===== config.mk =====
export PLATFORM = sky130hd
export DESIGN_NAME = bus_arbit_rr
export DESIGN_NICKNAME = d
export VERILOG_FILES = /design/src/rtl/bus_arbit_rr.sv
export SDC_FILE = /design/constraint.sdc
export NUM_CORES = 1
export LEC_CHECK = 0
export ABC_AREA = 1
export BUFFER_PORTS_ARGS = -buffer_cell sky130_fd_sc_hd__buf_2
export CAP_MARGIN = 20
export CORE_UTILIZATION = 58
export DETAILED_ROUTE_END_ITERATION = 6
export GPL_TIMING_DRIVEN = 0
export PLACE_DENSITY = 0.88
export SLEW_MARGIN = 40
export SYNTH_ARGS = -nofsm -noshare
export SYNTH_HDL_FRONTEND = slang
export SYNTH_SLANG_ARGS = --single-unit

===== constraint.sdc =====
create_clock -name clk -period 2.2 [get_ports clk]
set_input_delay 0.22 -clock clk [delete_from_list [all_inputs] [get_ports clk]]
set_output_delay 0.22 -clock clk [all_outputs]
set_load 0.01 [all_outputs]

===== src/rtl/bus_arbit_rr.sv =====
// bus_arbit_rr -- four-master round-robin bus arbiter with a bounded hold time.
//
// Ports:
//   clk       : sole clock; all state changes on its rising edge
//   reset     : asynchronous, active-high; drops any grant at once
//   m_req     : [3:0] request from masters M0..M3 (bit i = Mi)
//   m_grant   : [3:0] one-hot grant to the bus owner, zero when the bus is idle
//   bus_sel   : [1:0] index of the current (or most recent) owner, used as the mux select
//   bus_busy  : high while any grant bit is set
//
// Parameter:
//   MAX_HOLD  : cycles an owner may keep the bus while another master waits (1..255)
//
// All outputs come straight from registers, so a grant appears one clock after
// the request that won it is sampled.

module bus_arbit_rr #(
    parameter int unsigned MAX_HOLD = 8
) (
    input  logic       clk,
    input  logic       reset,
    input  logic [3:0] m_req,
    output logic [3:0] m_grant,
    output logic [1:0] bus_sel,
    output logic       bus_busy
);

    typedef enum logic {
        IDLE  = 1'b0,
        OWNED = 1'b1
    } state_t;

    localparam logic [7:0] HOLD_LIMIT = 8'(MAX_HOLD);

    state_t     state_reg, state_next;
    logic [1:0] last_reg, last_next;
    logic [7:0] hold_cnt_reg, hold_cnt_next;
    logic [3:0] grant_reg, grant_next;
    logic [1:0] sel_reg, sel_next;
    logic       busy_reg, busy_next;

    // Candidate search order: last+1, last+2, last+3, last (mod 4).
    logic [1:0] cand [4];
    for (genvar gi = 0; gi < 4; gi++) begin : g_cand
        assign cand[gi] = last_reg + 2'(gi + 1);
    end

    // The current owner is masked out of the search. grant_reg is one-hot for
    // the owner and zero in IDLE, so the same mask serves both states. Because
    // the owner is always at index last, it would be searched last anyway;
    // masking it makes preemption strictly hand the bus to someone else.
    logic [3:0] avail;
    logic       owner_req;
    assign avail     = m_req & ~grant_reg;
    assign owner_req = |(m_req & grant_reg);

    logic       win_found;
    logic [1:0] win_idx;

    always_comb begin
        win_found = 1'b0;
        win_idx   = 2'd0;
        // Walk from lowest to highest priority so the highest-priority hit wins.
        for (int i = 3; i >= 0; i--) begin
            if (avail[cand[i]]) begin
                win_found = 1'b1;
                win_idx   = cand[i];
            end
        end
    end

    always_comb begin
        state_next    = state_reg;
        last_next     = last_reg;
        hold_cnt_next = hold_cnt_reg;
        grant_next    = grant_reg;
        sel_next      = sel_reg;
        busy_next     = busy_reg;

        case (state_reg)
            IDLE: begin
                if (win_found) begin
                    state_next    = OWNED;
                    grant_next    = 4'b0001 << win_idx;
                    sel_next      = win_idx;
                    last_next     = win_idx;
                    hold_cnt_next = 8'd1;
                    busy_next     = 1'b1;
                end
            end

            OWNED: begin
                if (owner_req && (!win_found || hold_cnt_reg < HOLD_LIMIT)) begin
                    // Owner keeps the bus; the counter saturates so a lone
                    // long-running owner never wraps back under the limit.
                    if (hold_cnt_reg != 8'hFF) begin
                        hold_cnt_next = hold_cnt_reg + 8'd1;
                    end
                end else if (win_found) begin
                    // Either the owner let go or its hold budget ran out:
                    // hand over on this edge with no idle cycle in between.
                    grant_next    = 4'b0001 << win_idx;
                    sel_next      = win_idx;
                    last_next     = win_idx;
                    hold_cnt_next = 8'd1;
                end else begin
                    // Nobody wants the bus; bus_sel and last keep the old owner.
                    state_next    = IDLE;
                    grant_next    = 4'b0000;
                    busy_next     = 1'b0;
                    hold_cnt_next = 8'd0;
                end
            end

            default: begin
                state_next    = IDLE;
                grant_next    = 4'b0000;
                busy_next     = 1'b0;
                hold_cnt_next = 8'd0;
            end
        endcase
    end

    // last resets to 3 so the first search starts at M0.
    always_ff @(posedge clk or posedge reset) begin
        if (reset) begin
            state_reg    <= IDLE;
            last_reg     <= 2'b11;
            hold_cnt_reg <= 8'd0;
            grant_reg    <= 4'b0000;
            sel_reg      <= 2'b00;
            busy_reg     <= 1'b0;
        end else begin
            state_reg    <= state_next;
            last_reg     <= last_next;
            hold_cnt_reg <= hold_cnt_next;
            grant_reg    <= grant_next;
            sel_reg      <= sel_next;
            busy_reg     <= busy_next;
        end
    end

    assign m_grant  = grant_reg;
    assign bus_sel  = sel_reg;
    assign bus_busy = busy_reg;

endmodule


==> results of run 1 <==
==> through the flow <==
stage            util  setup WS, ps  instance area [um2]  hold slack (ps)  std cells
6_report       0.6906         382.1                 1396            8.782        218
5_1_grt        0.6906         266.0                 1396            74.92        218
4_1_cts        0.6906         379.6                 1396            23.14        218
3_5_place_dp   0.6776         392.0                 1370            346.0        214
3_3_place_gp   0.6776         449.3                 1370            338.0        214
2_1_floorplan       -         552.4                 1276            157.1        175
==> worst max-delay path, stage by stage (launching register included) <==
cell and delay (ps):
dfstp_2 540, buf_6 140, inv_6 60, nand3_2 80
nand2_2 80, nor2_4 150, nand2_4 80, inv_1 70
ha_1 130, inv_1 60, nand2_4 90, inv_1 100
nand2_1 80, nand2_1 50
==> cell usage after synthesis <==
cell type and count:
nand2_1 62, inv_1 23, nand3_1 17, dfrtp_1 16, nand2_2 12, nor3_1 6, xor2_1 6, nand3_2 4
nand2_4 3, o21ai_1 3, o21ai_2 3, a21oi_1 2, dfstp_2 2, ha_1 2, nor2_1 2, nor2_4 2
a31oi_1 1, buf_12 1, buf_6 1, inv_2 1, inv_6 1, nand3b_1 1, nand4_1 1, nor4_1 1
o21ai_0 1, or2_1 1
==> where the power goes <==
| group | switching [uW] | internal (uW) |
|---|---|---|
| Clock | 98.3 | 70.4 |
| Sequential | 82.8 | 452 |
| Combinational | 758 | 382 |
==> path summary, 6_finish.rpt <==
kind,slack [ps],to
max,380,hold_cnt_reg[0]
min,9,hold_cnt_reg[1]
max reg2reg,380,hold_cnt_reg[0]
min reg2reg,500,bus_sel[0]
max in group asynchronous,1760,state_reg
min in group clk,490,state_reg
==> cell type report <==
cell class              count  area (um2)
multi-input cells         130       693.2
fillers                   190       625.6
flip-flops and latches     18       452.9
inverters                  25       98.84
repair buffers             12       60.06
well taps                  27       33.78
plain buffers               2       31.28
clock buffers               4       26.28
==> logic make-up (layout without fill, tap and decap cells) <==
logic type	count (synthesis)	count (layout)	synth area share
AOI/OAI and AO/OA	10	10	0.04902
xor gates and xnor gates	6	6	0.04118
adders and majority gates	2	2	0.01960
buffers and inverters	27	43	0.1020
DFF	18	18	0.3549
and+or+nand+nor	112	112	0.4333
==> layer usage <==
metal | vias up | part of all wire
li1 | 580 | -
met1 | 516 | 0.51
met2 | 28 | 0.46
met3 | 2 | 0.027
met4 | 0 | 0.0055
met5 | - | 0
==> reports/metrics.yaml, run 1 <==
outcome: "finished clean"
syn-cell-area_um2: 1276
final.setup.tns_ps: 0
required_ps: 2380
crit_start: "last_reg[0]"
grtUsageMet1: 0.3219
port_buffers: 12
routed_wl_um: 2564
min_path_type: "in -> async"
wl_per_cell_um: 11.76
path_class: "reg -> reg"
dpl.hpwl_um: 2015
antenna_found_initial: 0
cts-root-buf: "clkbuf_4"
cts-hold-fix-buffers: 0
met3_usage: 0.03427
clk_latency_ps: 290
arrival_ps: 2000
routabilityCongestion: 0.8268
num_antenna_cells: 0
grt_util_met2: 0.4144
fin_crit_sh: 0.8263
route.detailed.drc: 0
grt_usage: 0.2440
layout_commonest_cell: "nand2_1"
ioPinCount: 13
drive_gt1_frac: 0.2356
vias: 1126
leakagePower_uw: 0.0007683
endpoint_kind: "flip-flop"
cts_max_level: 1
syn_to_final_growth_pct: 9.412
setup_viol_count_final: 0
seq_area_frac_synth: 0.3549
synth_area_leaders: "dfrtp_1, nand2_1, inv_1, nand3_1, nand2_2"
rr_worst_depth: 13
overflow: 0
fin_nets: 200
total_power_uw: 1844
dr.pass1.iters: 4
std_cell_rows: 16
grt.busiest_layer: "met2"
post-route-min-period_ps: 1818
skew_ps: 5.507
fp.dieW_um: 48.91
synth_fp_nets: 183
path_clk_slew_ps: 100
cts_tree: "yes"
final_cell_mix: "nand2_1, inv_1, nand3_1"
synth_top_area_frac: 0.3137
avgSynthCellArea_um2: 7.293
dieHeight_um: 48.91
grt_pass1_wl_um: 4554
yosysWarnings: 0
worst_pin_slew_ps: 667.8
max_slew_margin: 0.5543
detail-route-antenna-nets: 0
coreArea_um2: 2022
max_cap_violations: 0
grt_pass1_vias: 1110
crit_path_max_fanout: 7
drv_slew: 0
cts-buffers-inserted: 3
synth_top_area_cell: "dfrtp_1"
cp-start-kind: "flip-flop"
die_area_um2: 2392
postCtsSetupRepairBufs: 0
clock_sinks: 18
power_density_nw_per_um2: 1321
largest_reg_flops: 8
fmax_mhz: 550.1
grt_max_degree: 19
cts_resized: 0
vdd_drop_max_v: 0.001154
synth_cell_types: 26
synthCells: 175
cts_max_path_buffers: 2
drt_first_iter_violations: 28
start_util: 0.6312
rsz0062_at_grt: "false"
synth_seq_cells: 18
rr_startpoint: "last_reg[0]"
hold_viol: 0
avgViaCountPerCell: 5.165
Note: power is estimated with default switching activity, not from simulation.
==> inputs of run 2 (changes only) <==
--- a/config.mk
+++ b/config.mk
@@ -5,13 +5,13 @@
 export SDC_FILE = /design/constraint.sdc
 export NUM_CORES = 1
 export LEC_CHECK = 0
-export ABC_AREA = 1
+export ABC_AREA = 0
 export BUFFER_PORTS_ARGS = -buffer_cell sky130_fd_sc_hd__buf_2
 export CAP_MARGIN = 20
-export CORE_UTILIZATION = 58
+export CORE_UTILIZATION = 51
 export DETAILED_ROUTE_END_ITERATION = 6
 export GPL_TIMING_DRIVEN = 0
-export PLACE_DENSITY = 0.88
+export PLACE_DENSITY = 0.83
 export SLEW_MARGIN = 40
 export SYNTH_ARGS = -nofsm -noshare
 export SYNTH_HDL_FRONTEND = slang
==> constraint.sdc (replaced) <==
create_clock -name clk -period 1.5 [get_ports clk]
set_input_delay 0.15 -clock clk [delete_from_list [all_inputs] [get_ports clk]]
set_output_delay 0.15 -clock clk [all_outputs]
set_load 0.01 [all_outputs]
==> run 2 against run 1 <==
Net effect:
- the flow now finishes with violations (negative setup slack)
- largest cell class unchanged
- sequential share of layout area fell by 2.0 points
- combinational power rose by 28%
- cell count fell by 21%
- sequential power rose by 52%
- core utilization rose by 6.5 points
- critical endpoint is now hold_cnt_reg[3]
- register-to-register slack got worse by 730 ps
- fmax fell by 1.6%
- via count fell by 2.4%
- first-iteration DRC count rose by 18%
- clock power rose by 93%
==> reports/metrics.yaml, run 2 <==
outcome: "finished with violations"
violations: "negative setup slack"
hold_viol: 0  # unchanged
final_cell_mix: "buf_4, dfrtp_1, nand2_1, buf_2, inv_1"
routabilityCongestion: 0.8093  # -2.1%
fin_crit_sh: 1.232  # +0.4059
synthCells: 111  # -37%
std_cell_rows: 16  # unchanged
path_cells: "or4_4 -> nor2_4 -> o21ai_4 -> or3_4 -> a22oi_2"
clk_latency_ps: 320  # +30 ps
num_antenna_cells: 0  # unchanged
grt_pass1_wl_um: 4022  # -12%
antenna_found_initial: 0  # unchanged
hold_ws_ps: 375.0  # +366.3 ps
fin_nets: 155  # -23%
max_cap_violations: 0  # unchanged
overflow: 0  # unchanged
slowest_delay_ps: 550  # about the same
synth_cell_types: 46  # +77%
drv_slew: 0  # unchanged
rr_worst_depth: 5  # -8
worst_pin_slew_ps: 679.1  # +11.34 ps
dpl.hpwl_um: 1662  # -18%
layout_commonest_cell: "buf_4"
cts_tree: "yes"
path_clk_slew_ps: 120  # +20 ps
clock_sinks: 18  # unchanged
r2r_end: "hold_cnt_reg[3]"
avgViaCountPerCell: 6.353  # +23%
skew_ps: 13.77  # +8.260 ps
syn_to_final_growth_pct: 37.43
synth_area_leaders: "dfrtp_1, dfstp_2, nand2_1, o32ai_1, inv_1"
grt_max_degree: 19  # unchanged
min_from: "m_req[2]"
grt_usage: 0.2643  # +0.02031
vias: 1099  # -2.4%
layout_setup_ws_ps: -348.3  # -730.4 ps
rsz0062_at_grt: "true"
syn-cell-area_um2: 1090  # -15%
post-route-min-period_ps: 1848  # +30.42 ps
cts_max_path_buffers: 2  # unchanged
start_util: 0.5499  # -0.08131
dr.pass1.iters: 4  # unchanged
drt_first_iter_violations: 33  # +18%
min_path_cells: 5
endpoint_kind: "flip-flop"
max_slew_margin: 0.5468  # -0.007566
synth-edff-count: 0  # unchanged
vdd_drop_max_v: 0.001058  # -8.3%
fp.dieW_um: 48.23  # -1.4%
detail-route-antenna-nets: 0  # unchanged
hold_end: "hold_cnt_reg[0]"
yosysWarnings: 0  # unchanged
dieHeight_um: 48.23  # -1.4%
arrival_ps: 2100  # +100 ps
seq_area_frac_synth: 0.4156  # +0.06071
coreArea_um2: 1982  # -2.0%
r2r_setup_slack_ps: -350  # -730 ps
synth_top_area_cell: "dfrtp_1"
async_flop_share: 1.000  # unchanged
cp-start-kind: "flip-flop"
drive_gt1_frac: 0.4932  # +0.2575
power_density_nw_per_um2: 1732  # +31%
min_path_type: "in -> reg"
routed_wl_um: 3416  # +33%
crit_path_max_fanout: 5  # -2
route.detailed.drc: 0  # unchanged
rr_startpoint: "hold_cnt_reg[5]"
fmax_mhz: 541.0  # -1.6%
die_area_um2: 2326  # -2.8%
netlist_top_cells_count: "dfrtp_1, nand2_1, inv_1, nor2_1"
ys.flop_type: "dfrtp_1"
synth_seq_cells: 18  # unchanged
cts_max_level: 1  # unchanged
synth_top_area_frac: 0.3674  # +0.05367
cts-buffers-inserted: 3  # unchanged
setup_viol_count_final: 17  # +17
ioPinCount: 13  # unchanged
grt_pass1_vias: 939  # -15%
final.setup.tns_ps: -4780  # -4780 ps
synth_most_common_cell: "dfrtp_1"
path_class: "reg -> reg"
port_buffers: 12  # unchanged
final_util: 0.7557  # +0.06509
synth_fp_nets: 119  # -35%
largest_reg_flops: 8  # unchanged
critPathSlowestCell: "or4_4"
wl_per_cell_um: 19.75  # +68%
avgSynthCellArea_um2: 9.818  # +35%
cts-root-buf: "clkbuf_4"
required_ps: 1760  # -620 ps
leakagePower_uw: 0.0006924  # -9.9%
==> run 2: layout make-up <==
class | instances | area (um2)
flip-flops and latches | 18 | 455.4
clock buffers | 4 | 36.28
well taps | 27 | 33.78
fillers | 105 | 484.2
repair buffers | 31 | 209.0
inverters | 9 | 33.78
multi-input cells | 82 | 706.9
plain buffers | 2 | 22.52
==> run 2: routing by layer <==
| layer | up-vias | wire (um) | track usage |
|---|---|---|---|
| met5 | - | 0 | 0 |
| met4 | 0 | 88 | 0.1333 |
| met3 | 13 | 207 | 0.06296 |
| met2 | 54 | 1793 | 0.4667 |
| met1 | 550 | 1326 | 0.2937 |
| li1 | 482 | - | - |
==> run 2: repair_timing <==
action | in CTS | in global routing
gates cloned | 1 | 0
gates resized for setup | 13 | 8
buffers inserted | 12 | 5
setup endpoints to repair | 17 | 17
hold buffers | 1 | 0
pin swaps | 4 | 6
hold endpoints to repair | 16 | 0
==> run 2: through the flow <==
stage	cells	power (uW)	area, um2	worst slack [ps]
2_1_floorplan	111	1502	1111	-274.3
3_3_place_gp	150	1677	1205	-354.4
3_5_place_dp	150	1745	1205	-369.6
4_1_cts	168	2366	1420	-318.6
5_1_grt	173	2704	1498	-383.1
6_report	173	2594	1498	-348.3
==> run 2: power by group <==
| part | total, uW | switching (uW) | internal, uW |
|---|---|---|---|
| combinational | 1460 | 741 | 714 |
| clock | 326 | 178 | 149 |
| sequential | 812 | 165 | 648 |
| total | 2590 | 1080 | 1510 |
==> run 2: kinds of logic (layout without fill, tap and decap cells) <==
logic type               Yosys count  count (layout)  share of synthesized area
AND/OR/NAND/NOR                   45              45                     0.2560
buffers and inverters             11              46                    0.04362
flip-flops                        18              18                     0.4156
AO/OA/AOI/OAI                     35              35                     0.2618
adder cells (fa/ha/maj)            2               2                    0.02296
==> run 2: worst max path at each step <==
| stage | from | to | slack (ps) | cells past startpoint |
|---|---|---|---|---|
| floorplan | hold_cnt_reg[4] | hold_cnt_reg[3] | -270 | 5 |
| global placement | m_grant[3] | hold_cnt_reg[4] | -350 | 6 |
| detailed placement | m_grant[1] | hold_cnt_reg[4] | -370 | 6 |
| CTS | hold_cnt_reg[4] | hold_cnt_reg[3] | -320 | 5 |
| global route | hold_cnt_reg[5] | hold_cnt_reg[3] | -380 | 5 |
| finish | hold_cnt_reg[5] | hold_cnt_reg[3] | -350 | 5 |
==> run 2: critical path, delay by kind of cell, from the launching register on <==
kind / cells / cell delay [ps]
and+or+nand+nor: 3 / 1120
DFF: 1 / 420
AOI/OAI and AO/OA: 2 / 240
==> inputs of run 3 (changes only) <==
--- a/config.mk
+++ b/config.mk
@@ -8,6 +8,7 @@
 export ABC_AREA = 0
 export BUFFER_PORTS_ARGS = -buffer_cell sky130_fd_sc_hd__buf_2
 export CAP_MARGIN = 20
+export CORE_ASPECT_RATIO = 1.25
 export CORE_UTILIZATION = 51
 export DETAILED_ROUTE_END_ITERATION = 6
 export GPL_TIMING_DRIVEN = 0
==> run 3 against run 2 <==
Net effect:
- the flow finishes with violations (design-rule violations, negative setup slack)
- worst setup slack improved by 60 ps
- combinational power rose by 3%
- wire length fell by 8.7%
- final area rose by 4.4%
- first-iteration DRC count fell by 36%
- critical path depth rose by 2
- die area barely moved
- register-to-register slack improved by 60 ps
- non-clock buffer count fell by 1
- sequential share of layout area fell by 1.0 points
- clock-buffer cell count did not move
- fmax rose by 3.4%
- critical path type unchanged
- critical endpoint is now hold_cnt_reg[7]
- largest cell class unchanged
==> reports/metrics.yaml, run 3 (same netlist as run 2, synthesis figures left out) <==
outcome: "finished with violations"
violations: "design-rule violations, negative setup slack"
endpoint: "hold_cnt_reg[7]"
grt_pass1_vias: 961  # +2.3%
max_slew_margin: 0.5381  # -0.008631
power_density_nw_per_um2: 1663  # -4.0%
skew_ps: 25.11  # +11.34 ps
stdcell_count: 165  # -4.6%
arrival_ps: 2050  # -50 ps
multi_input_area_um2: 780.7  # +10%
max_cap_violations: 0  # unchanged
endpoint_kind: "flip-flop"
cts_tree: "yes"
total_power_uw: 2600  # +0.26%
path_cells: "or4_4 -> nor2_4 -> o21ai_4 -> buf_6 -> buf_6 -> a31oi_4 -> o22a_1"
seqPwrFrac: 0.314  # about the same
rr_worst_depth: 7  # +2
antenna_found_initial: 0  # unchanged
detail-route-antenna-nets: 0  # unchanged
route.detailed.drc: 4  # +4
final_util: 0.7803  # +0.02459
post-route-min-period_ps: 1788  # -60.11 ps
regArea_um2: 459.2  # +0.82%
ioPinCount: 13  # unchanged
grt_max_degree: 19  # unchanged
dp_cells: 143  # -4.7%
hold_viol: 0  # unchanged
grt_usage: 0.2484  # -0.01591
start_util: 0.5437  # -0.006178
largest_reg_flops: 8  # unchanged
grt_pass1_wl_um: 4236  # +5.3%
path_clk_slew_ps: 130  # about the same
routed_wl_um: 3120  # -8.7%
std_cell_rows: 18  # +2
port_buffers: 12  # unchanged
drive_gt1_frac: 0.5448  # +0.05168
drv_slew: 0  # unchanged
syn_to_final_growth_pct: 43.51
num_antenna_cells: 0  # unchanged
vias: 1051  # -4.4%
cpMostUsedCell: "buf_6"
layout_setup_ws_ps: -288.2  # +60.11 ps
avgViaCountPerCell: 6.370  # +0.27%
path_class: "reg -> reg"
final.setup.tns_ps: -3926  # +854.0 ps
pwr-share-comb: 0.582  # +0.021
slowest_delay_ps: 530  # -20 ps
routabilityCongestion: 0.8286  # +2.4%
dieHeight_um: 53.68  # +11%
overflow: 0  # unchanged
dpl.hpwl_um: 1604  # -3.5%
min_path_type: "in -> reg"
p_sw_uw: 1089  # +0.57%
vdd_drop_max_v: 0.001040  # -1.7%
setup_viol_count_final: 17  # unchanged
die_area_um2: 2327  # about the same
required_ps: 1760  # about the same
r2r_end: "hold_cnt_reg[7]"
crit_start: "hold_cnt_reg[4]"
cts-buffers-inserted: 3  # unchanged
wl_per_cell_um: 18.91  # -4.2%
sw_frac_of_total: 0.4188  # +0.001278
coreArea_um2: 2004  # +1.1%
final_cell_mix: "buf_2, buf_4, nand2_1, dfrtp_1, inv_1"
hold_ws_ps: 350.3  # -24.78 ps
worst_pin_slew_ps: 692.0  # +12.93 ps
cp-start-kind: "flip-flop"
cts_max_level: 1  # unchanged
critPathSlowestCell: "or4_4"
cts_max_path_buffers: 2  # unchanged
rr_startpoint: "hold_cnt_reg[4]"
p_int_uw: 1511  # about the same
nFillCells: 116  # +10%
clkPwrFrac: 0.105  # -0.021
drt_first_iter_violations: 21  # -36%
r2r_setup_slack_ps: -290  # +60 ps
cts-root-buf: "clkbuf_4"
fmax_mhz: 559.2  # +3.4%
fin_crit_sh: 1.192  # -0.04008
fp.dieW_um: 43.35  # -10%
crit_path_max_fanout: 4  # -1
leakagePower_uw: 0.0006887  # -0.54%
fin_nets: 154  # -0.65%
clock_sinks: 18  # unchanged
dr.pass1.iters: 6  # +2
rsz0062_at_grt: "true"
clk_latency_ps: 320  # about the same
## run 3: repair_timing
item                                    in CTS  in global routing
endpoints found under the hold margin       16                  0
gates cloned                                 1                  0
resized for setup                           18                 20
setup buffers                               12                  5
pin swaps                                   10                 11
hold buffers                                 1                  0
endpoints found under the setup margin      17                 17
## run 3: power by group through the flow
| stage | combinational (uW) | sequential, uW | clock (uW) |
|---|---|---|---|
| final | 1510 | 815 | 272 |
| after global routing | 1620 | 833 | 293 |
| after CTS | 1290 | 785 | 266 |
| after detailed placement | 940 | 797 | 0 |
| after global placement | 904 | 778 | 0 |
| after floorplan | 700 | 802 | 0 |
## run 3: layout make-up
class                           instances  area share
Multi-Input combinational cell         82      0.4992
Sequential cell                        18      0.2936
Timing Repair Buffer                   30      0.1384
Inverter                                9     0.02160
Clock buffer                            4     0.01680
Tap cell                               20     0.01600
Buffer                                  2     0.01440
## run 3: worst min-delay path by stage
stage                      endpoint  cells after the start  startpoint
CTS                 hold_cnt_reg[0]                      5    m_req[1]
floorplan                  bus_busy                      1       reset
detailed placement       bus_sel[1]                      2       reset
finish              hold_cnt_reg[0]                      5    m_req[1]
global route        hold_cnt_reg[0]                      5    m_req[1]
global placement         bus_sel[0]                      2       reset
## run 3: through the flow
step / setup WS, ps / area, um2
after floorplan: -274.3 / 1111
after global routing: -336.6 / 1564
after CTS: -309.7 / 1404
final: -288.2 / 1564
after global placement: -352.5 / 1196
after detailed placement: -372.3 / 1196
## run 3: metal layers
layer	track usage	routed length [um]	vias up
met1	0.3121	1336	537
li1	-	-	482
met2	0.4419	1625	26
met3	0.03020	107	6
met4	0.08333	50	0
met5	0	0	-
## run 3: critical path, delay by kind of cell, from the launching register on
family / cells / cell delay, ps
buf+inv: 2 / 280
flops: 1 / 410
simple gates: 2 / 670
compound gates: 3 / 390
